==> config.mk <==
export PLATFORM = sky130hd
export DESIGN_NAME = pwm_ramp_sequencer
export DESIGN_NICKNAME = d
export VERILOG_FILES = /design/src/rtl/pwm_ramp_sequencer.sv
export SDC_FILE = /design/constraint.sdc
export NUM_CORES = 1
export LEC_CHECK = 0
export ABC_AREA = 1
export CORE_AREA = 3 3 88 107
export CTS_CLUSTER_SIZE = 10
export DETAILED_ROUTE_END_ITERATION = 12
export DIE_AREA = 0 0 91 110
export DONT_BUFFER_PORTS = 1
export PLACE_DENSITY = 0.72
export SYNTH_ARGS = -nofsm -noshare
export SYNTH_HDL_FRONTEND = slang
export SYNTH_SLANG_ARGS = --single-unit
==> constraint.sdc <==
create_clock -name clk -period 4.1 [get_ports clk]
set_input_delay 0.82 -clock clk [delete_from_list [all_inputs] [get_ports clk]]
set_output_delay 0.82 -clock clk [all_outputs]
set_load 0.02 [all_outputs]
==> src/rtl/pwm_ramp_sequencer.sv <==
// Walks the PWM duty-cycle value toward a host-supplied target, one saturating
// step per programmable interval, and pulses done when the target is reached.
module pwm_ramp_sequencer #(
    parameter int DW = 8,
    parameter int IW = 16
) (
    input  logic          clk,
    input  logic          rst,
    input  logic          cfg_valid,
    output logic          cfg_ready,
    input  logic [DW-1:0] cfg_target,
    input  logic [DW-1:0] cfg_step,
    input  logic [IW-1:0] cfg_interval,
    input  logic          abort,
    output logic [DW-1:0] duty_out,
    output logic          busy,
    output logic          done
);

    typedef enum logic [1:0] {
        ST_IDLE = 2'd0,
        ST_WAIT = 2'd1,
        ST_STEP = 2'd2,
        ST_FIN  = 2'd3
    } state_t;

    state_t        state_reg,    state_next;
    logic [DW-1:0] duty_reg,     duty_next;
    logic [DW-1:0] target_reg,   target_next;
    logic [DW-1:0] step_reg,     step_next;
    logic [IW-1:0] interval_reg, interval_next;
    logic [IW-1:0] cnt_reg,      cnt_next;

    // One extra bit so the up/down comparisons never see a wrapped value.
    logic [DW:0]   sum_wide;
    logic [DW:0]   diff_wide;
    logic [DW-1:0] step_val;

    always_comb begin
        sum_wide  = {1'b0, duty_reg} + {1'b0, step_reg};
        diff_wide = {1'b0, duty_reg} - {1'b0, target_reg};
        if (target_reg > duty_reg) begin
            step_val = (sum_wide >= {1'b0, target_reg}) ? target_reg : sum_wide[DW-1:0];
        end else begin
            step_val = (diff_wide <= {1'b0, step_reg}) ? target_reg : duty_reg - step_reg;
        end
    end

    always_comb begin
        state_next    = state_reg;
        duty_next     = duty_reg;
        target_next   = target_reg;
        step_next     = step_reg;
        interval_next = interval_reg;
        cnt_next      = cnt_reg;
        case (state_reg)
            ST_IDLE: begin
                if (cfg_valid && !abort) begin
                    target_next   = cfg_target;
                    step_next     = (cfg_step == '0) ? DW'(1) : cfg_step;
                    interval_next = cfg_interval;
                    cnt_next      = cfg_interval;
                    state_next    = (cfg_target == duty_reg) ? ST_FIN : ST_WAIT;
                end
            end
            ST_WAIT: begin
                if (abort) begin
                    state_next = ST_IDLE;
                end else if (cnt_reg == '0) begin
                    state_next = ST_STEP;
                end else begin
                    cnt_next = cnt_reg - IW'(1);
                end
            end
            ST_STEP: begin
                if (abort) begin
                    state_next = ST_IDLE;
                end else begin
                    duty_next  = step_val;
                    cnt_next   = interval_reg;
                    state_next = (step_val == target_reg) ? ST_FIN : ST_WAIT;
                end
            end
            default: begin
                state_next = ST_IDLE;
            end
        endcase
    end

    always_ff @(posedge clk) begin
        if (rst) begin
            state_reg    <= ST_IDLE;
            duty_reg     <= '0;
            target_reg   <= '0;
            step_reg     <= DW'(1);
            interval_reg <= '0;
            cnt_reg      <= '0;
        end else begin
            state_reg    <= state_next;
            duty_reg     <= duty_next;
            target_reg   <= target_next;
            step_reg     <= step_next;
            interval_reg <= interval_next;
            cnt_reg      <= cnt_next;
        end
    end

    // Outputs decode straight from registered state, so they are glitch-free.
    assign duty_out  = duty_reg;
    assign cfg_ready = (state_reg == ST_IDLE);
    assign busy      = (state_reg == ST_WAIT) || (state_reg == ST_STEP);
    assign done      = (state_reg == ST_FIN);

endmodule
==> impl_metrics.toml, run 1 <==
[status]
status = "finished, final reports clean"

[sta]
fin_crit_sh_pct = 90.6
setup_tns_ns = 0
tightest_slew_ns = 1.13
finalHoldViolCount = 0
maxSlewHeadroom_pct = 24.6
min_period_ns = 3.71
rsz0062_at_grt = "no"
skew_ns = 0.00685
hold_ws_ns = 0.447
setup_violations = 0
fmax_mhz = 269
maxSlewViolCount = 0

[clock_tree]
holdBufCountCts = 0
h-tree-depth = 3
root_buffer = "clkbuf_8"
cts_max_path_buffers = 2
clkLatencyLatePin_ns = 0.34
cts_buffers = 9
tritoncts = "done"
clk_pin_slew_ns = 0.07
cts.sink_count = 58

[worst_setup_path]
timing.rr.end = "state_reg[1]"
endpoint = "state_reg[1]"
crit_path_start_kind = "flop"
critPathRequiredTime_ns = 4.38
reg2reg_depth = 26
critPathKind = "flop to flop"
end_kind = "flop"
r2r_setup_slack_ns = 0.39
critPathArrivalTime_ns = 4.00
reg2reg_from = "duty_out[0]"
startpoint = "duty_out[0]"
critPathMaxFanout = 8

[synthesis]
synth_seq_cells = 58
yosys_warnings = 0
syn_avg_cell_area_um2 = 6.57
yosysTopAreaCell = "dfxtp_1"
synth_cell_types = 31
synthCells = 708
synth.top_cell.area_share_pct = 25.0
synth_area_leaders = "dfxtp_1 (25%), ha_1 (12%), nand2_1 (10%), inv_1 (8.7%), a21oi_1 (8.3%)"
yosysSeqAreaShare_pct = 25.0
syn-num-nets = 791
mappedNetlistArea_um2 = 4650

[final_layout]
areaGrowthSynthToFinish_pct = 7.27
nets = 787
layout_commonest_cell = "nand2_1"
final_cell_mix = "nand2_1 (123), inv_1 (108), a21oi_1 (77)"
multi_input_area_um2 = 3000
n_antenna_cell = 0
stdcell_area_um2 = 4990
regArea_um2 = 1160
fillers = 856
final_layout_size_suffix_gt1_share_pct = 5.50
layout.cells.non_filler = 826

[job]
drv_cap = 0

[routing]
drc = 0
drtIter0Drc = 313
postRouteWirelength_mm = 12.5
ant_nets = 0
via_per_inst = 5.60
avgRoutedWirePerCell_um = 15.1
via_count = 4629
firstDrtPassIters = 5

[floorplanning]
die_x_um = 91
initial_utilization_pct = 54.6
rows = 37
dieHeight_um = 110
boundaryPins = 47
die_area_um2 = 10000
coreArea_um2 = 8520

[global_routing]
grt_pass1_vias = 4461
track_usage_pct = 25.9
antenna_found_initial = 0
grt_pass1_wl_mm = 20.8
grt_max_degree = 65
gr-total-overflow = 0

[min_path]
hold_path_class = "flop to flop"

[pwr]
total_power_mw = 2.45
power_leakage_nw = 2.37
p_per_area_nw_per_um2 = 490
ir_worst_vdd_uv = 327

[placement]
gp_congestion = 0.983
placed_area_um2 = 4770
io_buffers = 0
dp_hpwl_mm = 9.63
place_inst = 808
[worst min-delay path by stage]
stage	startpoint	end	slack (ns)	depth (start not counted)
finish	interval_reg[13]	interval_reg[13]	0.45	2
global route	interval_reg[1]	interval_reg[1]	0.47	2
CTS	interval_reg[10]	interval_reg[10]	0.45	2
detailed placement	interval_reg[10]	interval_reg[10]	0.44	2
global placement	interval_reg[10]	interval_reg[10]	0.44	2
floorplan	interval_reg[11]	interval_reg[11]	0.42	2
[final cells by class]
class                   count  share of cell area [%]
multi-input cells         514                    60.1
flip-flops and latches     58                    23.3
inverters                 110                    8.28
clock buffers              14                    3.46
well taps                 117                    2.94
repair buffers             11                    1.66
clock inverters             2                   0.201
[what timing repair did]
item,4_1_cts,5_1_grt
setup buffers,0,1
setup endpoints to repair,0,1
resized for setup,0,6
[cells in the mapped netlist, drive strengths merged]
| library cell | n |
|---|---|
| a211oi | 8 |
| a21oi | 80 |
| a31oi | 3 |
| buf | 3 |
| clkbuf | 24 |
| dfxtp | 58 |
| fa | 3 |
| ha | 44 |
| inv | 110 |
| nand2 | 125 |
| nand3 | 68 |
| nand3b | 3 |
| nand4 | 8 |
| nor2 | 41 |
| nor3 | 6 |
| nor4 | 4 |
| o2111ai | 1 |
| o211ai | 16 |
| o21ai | 70 |
| o21bai | 2 |
| o221ai | 6 |
| o22ai | 2 |
| o31a | 1 |
| or2 | 1 |
| xnor2 | 4 |
| xor2 | 17 |
[report_power, final]
group	switching (mW)	internal, mW
sequential	0.0756	0.645
clock	0.225	0.267
combinational	0.801	0.432
total	1.10	1.34
[worst max-delay path, stage by stage, from the launching register on]
cell      delay, ns
dfxtp_2        0.39
ha_1           0.27
fa_1           0.42
nand3_1        0.12
nand2_1        0.11
a21oi_4        0.19
xor2_2         0.18
inv_1          0.06
ha_1           0.29
nand2_1        0.07
inv_1          0.05
nand3_1        0.07
o211ai_1       0.10
buf_4          0.16
a21oi_4        0.20
nand2_4        0.11
nand2_1        0.08
nand3_1        0.12
nand2_1        0.13
nand2_1        0.06
nand2_1        0.05
nand2_1        0.04
inv_1          0.05
nand2_1        0.04
o21bai_1       0.13
nand2_1        0.06
a21oi_1        0.10
[cells by family after synthesis]
| family | after synthesis | synth area share [%] |
|---|---|---|
| xor+xnor | 21 | 3.96 |
| compound gates | 189 | 22.9 |
| buf+inv | 137 | 11.2 |
| simple gates | 256 | 23.8 |
| flops | 58 | 25.0 |
| fa+ha+maj | 47 | 13.1 |
[per-stage QoR]
stage	setup WS (ns)	utilization, %
after detailed placement	0.270	55.9
after floorplan	0.811	-
final	0.386	58.5
after global routing	0.0143	58.5
after global placement	0.281	55.9
after CTS	0.259	58.1
[routing by layer]
| layer | global-route usage, % | routed length [µm] | share of wire [%] | vias to the layer above |
|---|---|---|---|---|
| li1 | - | - | - | 2376 |
| met1 | 29.7 | 5130 | 41 | 2092 |
| met2 | 46.1 | 6230 | 50 | 124 |
| met3 | 5.09 | 545 | 4.4 | 37 |
| met4 | 12.8 | 574 | 4.6 | 0 |
| met5 | 0 | 0 | 0 | - |
Note: power is estimated with default switching activity, not from simulation.
==> inputs of run 2 (changes only) <==
- CORE_AREA: 3 3 88 107 -> 3 3 118 143
- CTS_BUF_LIST: default -> sky130_fd_sc_hd__clkbuf_4
- DIE_AREA: 0 0 91 110 -> 0 0 121 146
- PLACE_DENSITY: 0.72 -> 0.46
==> run 2 against run 1 <==
Register-to-register slack got worse by 0.12 ns. Core utilization fell by 25 points. Non-clock buffer count rose by 7. Critical path depth fell by 3. First-iteration DRC count fell by 12%. Clock skew rose by 0.016 ns. Combinational power rose by 6%. Hold slack got worse by 0.021 ns. Final cell count rose by 12%. Maximum frequency fell by 3.1%. Routed wire length rose by 20%. Largest power group unchanged.
==> impl_metrics.toml, run 2 (synthesis results as in run 1) <==
[status]
status = "finished, final reports clean"

[job]
drv_cap = 0

[routing]
via_count = 4643
postRouteWirelength_mm = 15.0
drc = 0
drtIter0Drc = 277
avgRoutedWirePerCell_um = 16.2
ant_nets = 0
firstDrtPassIters = 5
via_per_inst = 5.02

[sta]
fmax_mhz = 261
finalHoldViolCount = 0
setup_violations = 0
rsz0062_at_grt = "no"
hold_ws_ns = 0.426
setup_tns_ns = 0
maxSlewViolCount = 0
tightest_slew_ns = 1.09
min_period_ns = 3.83
fin_crit_sh_pct = 93.5
skew_ns = 0.0227
maxSlewHeadroom_pct = 27.2
worst_slack_ns = 0.267

[floorplanning]
boundaryPins = 47
dieHeight_um = 146
die_area_um2 = 17700
rows = 50
initial_utilization_pct = 29.8
coreArea_um2 = 15600
die_x_um = 121

[clock_tree]
root_buffer = "clkbuf_4"
clkLatencyLatePin_ns = 0.46
cts.sink_count = 58
cts_max_path_buffers = 2
h-tree-depth = 3
clk_pin_slew_ns = 0.14
holdBufCountCts = 0
cts_buffers = 9
tritoncts = "done"

[worst_setup_path]
critPathArrivalTime_ns = 4.21
end_kind = "flop"
critPathMaxFanout = 7
critPathKind = "flop to flop"
crit_path_start_kind = "flop"
critPathRequiredTime_ns = 4.48

[placement]
io_buffers = 0
dp_hpwl_mm = 11.5
place_ws_ns = 0.0861
gp_congestion = 0.933
place_inst = 904

[pwr]
total_power_mw = 2.53
ir_worst_vdd_uv = 208
power_leakage_nw = 2.39
p_per_area_nw_per_um2 = 491

[final_layout]
areaGrowthSynthToFinish_pct = 10.9
fillers = 1732
final_cell_mix = "nand2_1 (122), inv_1 (108), a21oi_1 (77)"
layout.cells.non_filler = 925
final_layout_size_suffix_gt1_share_pct = 7.40
nets = 794
layout_commonest_cell = "nand2_1"

[global_routing]
antenna_found_initial = 1
grt_pass1_wl_mm = 23.3
grt_pass1_vias = 4387
track_usage_pct = 17.0
gr-total-overflow = 0
grt_max_degree = 45

[min_path]
hold_path_class = "input port to flop"
[run 2: changes by cell type in the layout (fill, tap and decap cells not counted), sizes merged]
cell / previous run / this run
clkbuf: 14 / 9
clkinvlp: 0 / 2
buf: 11 / 18
diode: 0 / 1
bufinv: 0 / 2
inv: 110 / 111
[run 2: final cells by class]
class | count | area, µm² | area share (%)
inverter | 110 | 413 | 8.01
sequential | 58 | 1170 | 22.7
tap | 208 | 260 | 5.05
multi-input combinational | 514 | 3010 | 58.3
clock buffer | 9 | 67.6 | 1.31
timing repair buffer | 18 | 135 | 2.62
antenna | 1 | 2.50 | 0.0485
clock inverter | 7 | 101 | 1.97
[run 2: what timing repair did]
item,4_1_cts,5_1_grt
gates resized for setup,0,12
setup buffers,0,3
hold endpoints to repair,0,0
setup endpoints to repair,0,1
[run 2: power breakdown]
part	total, mW	internal [mW]	switching (mW)	leakage [nW]
clock	0.520	0.251	0.269	0.0827
sequential	0.714	0.643	0.0705	0.478
combinational	1.30	0.443	0.858	1.83
[run 2: worst paths after layout]
check / depth (start not counted) / slack, ns / end / start
setup / recovery: 23 / 0.27 / state_reg[1] / duty_out[3]
hold / removal: 1 / 0.43 / cnt_reg[12] / rst
setup reg to reg: 23 / 0.27 / state_reg[1] / duty_out[3]
hold reg to reg: 2 / 0.46 / interval_reg[8] / interval_reg[8]
[run 2: critical path, cell delays in order, from the launching register on]
cell	delay (ns)
dfxtp_1	0.41
ha_1	0.47
inv_2	0.10
a21oi_2	0.13
nand2_1	0.11
a21oi_2	0.23
xor2_2	0.20
inv_1	0.06
ha_1	0.30
nand2_1	0.06
inv_1	0.10
nand3_1	0.09
o211ai_1	0.32
buf_4	0.18
a21oi_2	0.05
nand3_1	0.11
nand3_2	0.11
nand3_1	0.11
nand2_1	0.06
nor2_1	0.15
nand3_1	0.10
o21bai_1	0.15
nand2_1	0.07
a21oi_1	0.12
[run 2: through the flow]
stage | instance area (µm²) | utilization (%)
2_1_floorplan | 4650 | -
3_3_place_gp | 4920 | 31.6
3_5_place_dp | 4920 | 31.6
4_1_cts | 5090 | 32.7
5_1_grt | 5160 | 33.1
6_report | 5160 | 33.1
[run 2: metal layers]
| metal | up-vias | track usage, % | wire length, µm |
|---|---|---|---|
| met1 | 2115 | 20.3 | 6470 |
| li1 | 2383 | - | - |
| met4 | 0 | 7.82 | 495 |
| met5 | - | 0 | 0 |
| met2 | 116 | 28.6 | 7280 |
| met3 | 29 | 3.85 | 738 |
